===== src/rtl/sr_bank_pkg.sv =====
// Shared mode codes and next-state function for the sr_flop_bank channels.
package sr_bank_pkg;

   localparam logic [1:0] MODE_HOLD    = 2'd0;
   localparam logic [1:0] MODE_SET_DOM = 2'd1;
   localparam logic [1:0] MODE_RST_DOM = 2'd2;
   localparam logic [1:0] MODE_TOGGLE  = 2'd3;

   // Clocked SR rule; the S=R=1 case is resolved by mode.
   function automatic logic sr_next(input logic s, input logic r, input logic q,
                                    input logic [1:0] mode);
      logic nq;
      nq = q;
      unique case ({s, r})
         2'b00: nq = q;
         2'b01: nq = 1'b0;
         2'b10: nq = 1'b1;
         default: begin
            unique case (mode)
               MODE_HOLD:    nq = q;
               MODE_SET_DOM: nq = 1'b1;
               MODE_RST_DOM: nq = 1'b0;
               MODE_TOGGLE:  nq = ~q;
               default:      nq = q;
            endcase
         end
      endcase
      return nq;
   endfunction

endpackage


===== src/rtl/sr_cell.sv =====
// One clocked SR channel: state, complement, edge pulses, invalid flag and
// (with SR_INVALID_CNT_EN) a saturating invalid-occurrence counter.
module sr_cell
   import sr_bank_pkg::*;
#(
   parameter int unsigned MODE    = 0,
   parameter logic        RST_VAL = 1'b0
`ifdef SR_INVALID_CNT_EN
   ,
   parameter int unsigned CW      = 8
`endif
) (
   input  logic          clk,
   input  logic          rst_n,
   input  logic          en,
   input  logic          s,
   input  logic          r,
`ifdef SR_INVALID_CNT_EN
   input  logic          inv_clr,
   output logic [CW-1:0] inv_cnt,
`endif
   output logic          q,
   output logic          q_n,
   output logic          q_rise,
   output logic          q_fall,
   output logic          invalid
);

   logic q_nxt;
   logic both_c;

   // Disabled cycles keep q_nxt == q, which also suppresses the pulses.
   always_comb begin
      q_nxt  = q;
      both_c = en & s & r;
      if (en) q_nxt = sr_next(s, r, q, 2'(MODE));
   end

   always_ff @(posedge clk) begin
      if (!rst_n) begin
         q       <= RST_VAL;
         q_n     <= ~RST_VAL;
         q_rise  <= 1'b0;
         q_fall  <= 1'b0;
         invalid <= 1'b0;
      end else begin
         q       <= q_nxt;
         q_n     <= ~q_nxt;
         q_rise  <= ~q & q_nxt;
         q_fall  <= q & ~q_nxt;
         invalid <= both_c;
      end
   end

`ifdef SR_INVALID_CNT_EN
   localparam logic [CW-1:0] CNT_MAX = '1;

   // Clear beats a simultaneous increment; the count sticks at all-ones.
   always_ff @(posedge clk) begin
      if (!rst_n) begin
         inv_cnt <= '0;
      end else if (inv_clr) begin
         inv_cnt <= '0;
      end else if (both_c && (inv_cnt != CNT_MAX)) begin
         inv_cnt <= inv_cnt + CW'(1);
      end
   end
`endif

endmodule


===== src/rtl/sr_flop_bank.sv =====
// Bank of N independent clocked SR cells. Define SR_INVALID_CNT_EN to add
// per-channel saturating invalid counters and the inv_clr/inv_cnt ports.
module sr_flop_bank
   import sr_bank_pkg::*;
#(
   parameter int unsigned    N       = 4,
   parameter int unsigned    MODE    = 0,
   parameter logic [N-1:0]   RST_VAL = '0,
   parameter int unsigned    CW      = 8
) (
   input  logic            clk,
   input  logic            rst_n,
   input  logic            en,
   input  logic [N-1:0]    s,
   input  logic [N-1:0]    r,
`ifdef SR_INVALID_CNT_EN
   input  logic            inv_clr,
   output logic [N*CW-1:0] inv_cnt,
`endif
   output logic [N-1:0]    q,
   output logic [N-1:0]    q_n,
   output logic [N-1:0]    q_rise,
   output logic [N-1:0]    q_fall,
   output logic [N-1:0]    invalid
);

   if (MODE > 3 || N < 1 || N > 32 || CW < 1) begin : g_bad_param
      $error("sr_flop_bank: illegal parameters N=%0d MODE=%0d CW=%0d", N, MODE, CW);
   end

   for (genvar i = 0; i < N; i++) begin : g_cell
      sr_cell #(
         .MODE    (MODE),
         .RST_VAL (RST_VAL[i])
`ifdef SR_INVALID_CNT_EN
         ,
         .CW      (CW)
`endif
      ) u_cell (
         .clk     (clk),
         .rst_n   (rst_n),
         .en      (en),
         .s       (s[i]),
         .r       (r[i]),
`ifdef SR_INVALID_CNT_EN
         .inv_clr (inv_clr),
         .inv_cnt (inv_cnt[i*CW +: CW]),
`endif
         .q       (q[i]),
         .q_n     (q_n[i]),
         .q_rise  (q_rise[i]),
         .q_fall  (q_fall[i]),
         .invalid (invalid[i])
      );
   end

endmodule


===== config.mk =====
export PLATFORM = sky130hd
export DESIGN_NAME = sr_flop_bank
export DESIGN_NICKNAME = d
export VERILOG_FILES = /design/src/rtl/sr_bank_pkg.sv /design/src/rtl/sr_cell.sv /design/src/rtl/sr_flop_bank.sv
export SDC_FILE = /design/constraint.sdc
export NUM_CORES = 1
export LEC_CHECK = 0
export ABC_CLOCK_PERIOD_IN_PS = 900
export BUFFER_PORTS_ARGS = -buffer_cell sky130_fd_sc_hd__buf_2
export CORE_MARGIN = 10
export CORE_UTILIZATION = 46
export CTS_BUF_LIST = sky130_fd_sc_hd__clkbuf_4
export DETAILED_ROUTE_END_ITERATION = 7
export PLACE_DENSITY = 0.8
export SYNTH_ARGS = -nofsm -noshare
export SYNTH_HDL_FRONTEND = slang
export SYNTH_SLANG_ARGS = --single-unit

===== constraint.sdc =====
create_clock -name clk -period 0.9 [get_ports clk]
set_input_delay 0.045 -clock clk [delete_from_list [all_inputs] [get_ports clk]]
set_output_delay 0.045 -clock clk [all_outputs]
set_load 0.01 [all_outputs]

==> results of run 1 <==
-- layout by cell type, fill, tap and decap left out, types with 2 or more instances in the layout --
master,count
nor3b_1,2
dfxtp_2,4
ha_1,5
mux2i_1,4
and3_1,4
buf_2,29
ha_4,3
clkbuf_4,3
nand2_1,13
mux2_2,4
inv_2,3
dfxtp_1,16
buf_12,2
buf_4,13
nand2b_4,4
nor4b_1,5
-- logic make-up after synthesis --
group                      Yosys count
adders and majority gates            8
buffers and inverters               25
muxes                                8
DFF                                 20
and+or+nand+nor                     31
-- state kept, by name, indices dropped and copies added (netlist names) --
| name | flops |
|---|---|
| g_cell.u_cell.q_rise | 4 |
| g_cell.u_cell.q_fall | 4 |
| g_cell.u_cell.q_n | 4 |
| g_cell.u_cell.q | 4 |
| g_cell.u_cell.invalid | 4 |
-- what timing repair did --
action	CTS	global route
gates resized for setup	1	4
hold endpoints to repair	1	0
hold buffers	1	0
endpoints found under the setup margin	1	5
-- metal layers --
layer / share of wire / vias up
met4: 0.014 / 0
met3: 0.094 / 2
li1: - / 343
met2: 0.49 / 20
met1: 0.40 / 302
met5: 0 / -
-- per-stage QoR --
| stage | util | total power, mW | hold WS [ps] | std cells | area (um2) |
|---|---|---|---|---|---|
| 3_5_place_dp | 0.6001 | 1.250 | 306.0 | 143 | 1177 |
| 6_report | 0.6224 | 1.646 | 7.647 | 147 | 1221 |
| 4_1_cts | 0.6173 | 1.670 | 1.610 | 147 | 1211 |
| 5_1_grt | 0.6224 | 1.745 | 0.9476 | 147 | 1221 |
| 3_3_place_gp | 0.6001 | 1.238 | 292.5 | 143 | 1177 |
| 2_1_floorplan | - | 1.116 | 190.9 | 92 | 1017 |
-- layout make-up --
cell class / count / area (um2) / area share
multi-input cells: 47 / 440.4 / 0.3607
flip-flops and latches: 20 / 405.4 / 0.3320
repair buffers: 46 / 304.0 / 0.2490
well taps: 27 / 33.78 / 0.02766
clock buffers: 3 / 22.52 / 0.01844
inverters: 4 / 15.01 / 0.01230
-- worst max path at each step --
stage / slack, ps / from / endpoint
floorplan: 4 / r[0] / g_cell[0].u_cell.q_n$_SDFF_PN1_
finish: 70 / g_cell[1].u_cell.q$_SDFF_PN0_ / q[1]
global route: 6 / g_cell[0].u_cell.q$_SDFF_PN0_ / q[0]
CTS: 3 / g_cell[0].u_cell.q$_SDFF_PN0_ / q[0]
detailed placement: -150 / r[0] / g_cell[0].u_cell.q_n$_SDFF_PN1_
global placement: -100 / r[2] / g_cell[2].u_cell.q_n$_SDFF_PN1_
-- power by group --
| part | total (mW) | switching, mW | internal (mW) |
|---|---|---|---|
| combinational | 0.316 | 0.131 | 0.184 |
| clock | 0.412 | 0.257 | 0.155 |
| sequential | 0.918 | 0.00948 | 0.908 |
==> key figures, run 1 <==
STA
  • Endpoints failing setup: 0
  • RSZ-0062 raised after global routing: no
  • Final TNS setup: 0 ps
  • Worst relative slew slack: 0.8143
  • Final Slew Violations: 0
  • Min Clock Period, post-route: around 830 ps
  • Worst-Margin Slew: between 200 and 300 ps
  • Clk_skew: between 0.5 and 0.6 ps
  • Period utilisation layout: 0.9239
  • Hold Vio Cnt, Final: 0
  • Worst setup margin: around 69 ps
  • Peak Freq: between 1000 and 1500 MHz

Worst setup path
  • Crit start category: flop
  • Worst setup EP type: output port
  • Crit path cell chain: buf_2
  • Worst path top cell family by delay: flip-flops
  • Crit path required time: 850 ps
  • Critical Path Stages: 1
  • Crit-path max FO: 4
  • Worst reg2reg setup slack: approximately 80 ps
  • Worst stage delay on the critical path: ~360 ps
  • Crit path kind: flop to output port
  • R2r worst-path depth: 2
  • Reg2Reg Launch Point: g_cell[0].u_cell.q$_SDFF_PN0_
  • Worst Path Arrival: 790 ps
  • Crit path buffers/inverters: 1
  • Slowest cell on crit path: dfxtp_2
  • R2R Path End: g_cell[0].u_cell.q_n$_SDFF_PN1_

Flow run
  • Max-cap violations: 0

Clocking
  • CTS Buf Count: 3
  • Clk sink count: 20
  • H-tree levels: 1
  • CTS tree: done
  • Clock-pin slew on the worst setup and hold paths: around 110 ps
  • Root buffer cell: clkbuf_4
  • Skew-Pair Late Insertion Delay: between 200 and 300 ps
  • Clk buf depth: 2
  • Post-CTS setup buffers: 0

Status
  • Status: finished clean

Place
  • Worst slack, placed: -151.9 ps
  • Final RePlAce weighted congestion: 0.7703
  • HPWL Detailed: ~1.6 mm
  • # port buffers: 30

Yosys
  • FFs w/ async S/R, synth: 0
  • Post-synthesis cell area: ~950 um2
  • Post-synthesis adder-cell area fraction: 0.1054
  • Largest family of logic cells by synthesized area: simple AND/OR/NAND/NOR gates
  • Synth cell count leaders: 20 x buf_4, 20 x dfxtp_1, 13 x nand2_1, 8 x ha_1, 5 x nor4b_1
  • Seq cells post-synth: 20
  • Post-Synth Simple-Gate Area: 0.1976
  • Top FF cell, synth: dfxtp_1
  • Syn nets: between 100 and 150
  • Mean post-synth cell area: slightly above 10 um2
  • Number of library cell types mapped by synthesis: 15
  • Leading area contributor after synthesis: dfxtp_1
  • Post-synth EDFFs: 0
  • Share of the synthesized area in the top cell type: 0.4216
  • Sequential-to-total area share from yosys stat: 0.4216
  • YS warnings: 0
  • Multiplexer share of the synthesized area: 0.08959
  • Compound-Gate Fraction of Synth Area: 0
  • Top cells by area, synth: dfxtp_1 42%, buf_4 16%, ha_1 11%, nand2_1 5.1%, mux2_2 4.7%
  • Post-synthesis xor/xnor area fraction: 0
  • Number of cells produced by synthesis: 92

Layout
  • N_diodes: 0
  • Final-layout fill cell count: 171
  • Share of layout cells above drive strength 1: 0.5667
  • Area growth from synthesis to layout: 28.59%
  • Nets: between 100 and 150

GRT
  • Vias in the first global route: between 700 and 800
  • Largest net degree at the start of global routing: 11
  • Met3 Use GR: 0.04068
  • Global Route met1 Usage: 0.08861
  • Final global-route overflow total: 0
  • Global-route wire length before repair: 3.180 mm
  • GRT Resource Usage Total: 0.09236
  • Busiest grt layer: met2
  • Met2 Use GR: 0.1622
  • Initial antenna violation count: 0

Worst hold path
  • Hold crit path type: primary input to flop
  • Min-delay src: r[3]
  • Hold path endpoint: g_cell[3].u_cell.invalid$_SDFF_PN0_
  • Cell depth of the worst hold path: 2

Detailed routing
  • DRC Markers: 0
  • Post-route antenna net violation count: 0
  • Drt pass-1 iters: 4
  • Via count: 667
  • Initial DRC Count: 18
  • Post-DR wirelength/cell: 12.79 um
  • Drt via density: about 4.5
  • Post-Route WL: 1.880 mm

Floorplan
  • Die Span Y: ~65 um
  • I/O pin cnt: 31
  • Site Rows: 16
  • DIE WIDTH: 65.44 um
  • Starting density of the core: 0.4841
  • Die area: 4282 um2
  • Total core area: between 1500 and 2000 um2

Power and ir drop
  • Peak VDD IR: around 0.59 mV
  • Pleak: about 0.6 nW
  • Pwr dens: 1348 nW/um2
Power figures use the tool's default switching activity.
==> inputs of run 2 (changes only) <==
PLACE_DENSITY = 0.81   (was 0.8)
==> key figures, run 2 (same netlist as run 1, synthesis figures left out) <==
Detailed routing
  • Post-route antenna net violation count: 0
  • WL met2: roughly 990 um
  • Met3 WL: between 150 and 200 um
  • Post-Route WL: approximately 1.9 mm
  • Drt via density: between 4 and 5
  • Via count: ~670
  • Drt pass-1 iters: 4
  • M1 WL: ~700 um
  • Max Used Layer: met4
  • Post-DR wirelength/cell: about 13 um
  • Initial DRC Count: 11
  • DRC Markers: 0

Worst setup path
  • Reg2Reg Launch Point: g_cell[3].u_cell.q$_SDFF_PN0_
  • Worst reg2reg setup slack: roughly 90 ps
  • R2R Path End: g_cell[3].u_cell.q_n$_SDFF_PN1_
  • Crit path kind: flop to output port
  • Crit-path max FO: 4
  • Crit path buffers/inverters: 1
  • Worst path top cell family by delay: flip-flops
  • Crit path cell chain: buf_2
  • R2r worst-path depth: 2
  • Critical Path Stages: 1
  • Worst Path Arrival: 800 ps
  • Slowest cell on crit path: dfxtp_2
  • Crit path required time: around 850 ps
  • Worst stage delay on the critical path: about 370 ps
  • Worst setup EP type: output port
  • Crit start category: flop

Layout
  • Nets: between 100 and 150
  • N_diodes: 0
  • Area growth from synthesis to layout: 26.75%
  • Most common cell after layout, fill and taps aside: buf_2
  • Seq. cell area: between 400 and 500 um2
  • Final-layout fill cell count: around 170
  • Final Core Density: 0.6135
  • Share of layout cells above drive strength 1: 0.5417
  • Most frequent cells in the layout: 30 x buf_2, 16 x dfxtp_1, 13 x nand2_1
  • Multi-input gate area: about 440 um2

GRT
  • GRT Resource Usage Total: 0.09330
  • Global-route wire length before repair: around 3.1 mm
  • Final global-route overflow total: 0
  • Largest net degree at the start of global routing: 13
  • Vias in the first global route: slightly above 700
  • Initial antenna violation count: 0

STA
  • Peak Freq: approximately 1200 MHz
  • Hold Vio Cnt, Final: 1
  • RSZ-0062 raised after global routing: no
  • Worst relative slew slack: 0.8160
  • Endpoints failing setup: 0
  • Clk_skew: around 0.7 ps
  • Min Clock Period, post-route: about 850 ps
  • Worst setup margin: about 52 ps
  • Period utilisation layout: 0.9419
  • Hold slack: -4.503 ps
  • Final Slew Violations: 0
  • Worst-Margin Slew: about 270 ps

Floorplan
  • I/O pin cnt: 31
  • Starting density of the core: 0.4841
  • DIE WIDTH: 65.44 um
  • Total core area: approximately 2000 um2
  • Die Span Y: 65.44 um
  • Site Rows: 16
  • Die area: between 4000 and 5000 um2

Flow run
  • Max-cap violations: 0

Power and ir drop
  • Total power: roughly 1.7 mW
  • Pwr dens: 1372 nW/um2
  • Pleak: ~0.59 nW
  • Peak VDD IR: roughly 0.73 mV

Worst hold path
  • Min-delay src: r[0]
  • Hold crit path type: primary input to flop
  • Hold path endpoint: g_cell[0].u_cell.invalid$_SDFF_PN0_
  • Cell depth of the worst hold path: 2

Clocking
  • H-tree levels: 1
  • Clk sink count: 20
  • Clk buf depth: 2
  • CTS tree: done
  • Skew-Pair Late Insertion Delay: 300 ps
  • Clock-pin slew on the worst setup and hold paths: roughly 110 ps
  • CTS Buf Count: 3
  • Root buffer cell: clkbuf_4
  • Post-CTS setup buffers: 0

Place
  • Worst slack, placed: -124.1 ps
  • Final RePlAce weighted congestion: about 0.7
  • HPWL Detailed: 1.595 mm
  • # port buffers: 30

Status
  • Status: finished, violations left
  • Failing checks: hold timing
run 2: cell types whose count changed in the layout (fill, tap and decap cells not counted), sizes merged:
cell and change:
buf -3, dlygate4sd3 +2, clkinv +1
run 2: report_power, final:
part	switching [mW]	total (mW)	internal, mW	leakage [nW]
Sequential	0.00978	0.918	0.909	0.164
Combinational	0.132	0.305	0.173	0.413
Clock	0.266	0.428	0.162	0.0154
run 2: through the flow:
stage	area, um2	std cells	setup TNS (ps)
floorplan	1017	92	0
global placement	1142	140	-466.0
detailed placement	1142	140	-723.8
CTS	1190	146	0
global route	1204	147	0
finish	1204	147	0
run 2: what timing repair did:
| action | CTS | global route |
|---|---|---|
| setup endpoints to repair | 1 | 4 |
| gates resized for setup | 1 | 3 |
| hold endpoints to repair | 2 | 1 |
| cloned | 0 | 0 |
| hold buffers | 2 | 1 |
run 2: cell type report:
type,instances,area share
Multi-Input combinational cell,47,0.3659
Sequential cell,20,0.3368
Timing Repair Buffer,45,0.2349
Tap cell,27,0.02807
Clock buffer,3,0.01871
Inverter,4,0.01247
Clock inverter,1,0.003119
run 2: metal layers:
metal	vias up	GRT usage
met3	6	0.03559
met2	21	0.1634
li1	343	-
met5	-	0
met1	303	0.08544
met4	0	0.07219
run 2: worst max path at each step:
| stage | start | end | slack, ps |
|---|---|---|---|
| finish | g_cell[2].u_cell.q$_SDFF_PN0_ | q[2] | 50 |
| global route | g_cell[3].u_cell.q$_SDFF_PN0_ | q[3] | 10 |
| CTS | g_cell[3].u_cell.q$_SDFF_PN0_ | q[3] | 7 |
| detailed placement | r[0] | g_cell[0].u_cell.q_n$_SDFF_PN1_ | -120 |
| global placement | r[0] | g_cell[0].u_cell.q_n$_SDFF_PN1_ | -100 |
| floorplan | r[0] | g_cell[0].u_cell.q_n$_SDFF_PN1_ | 4 |
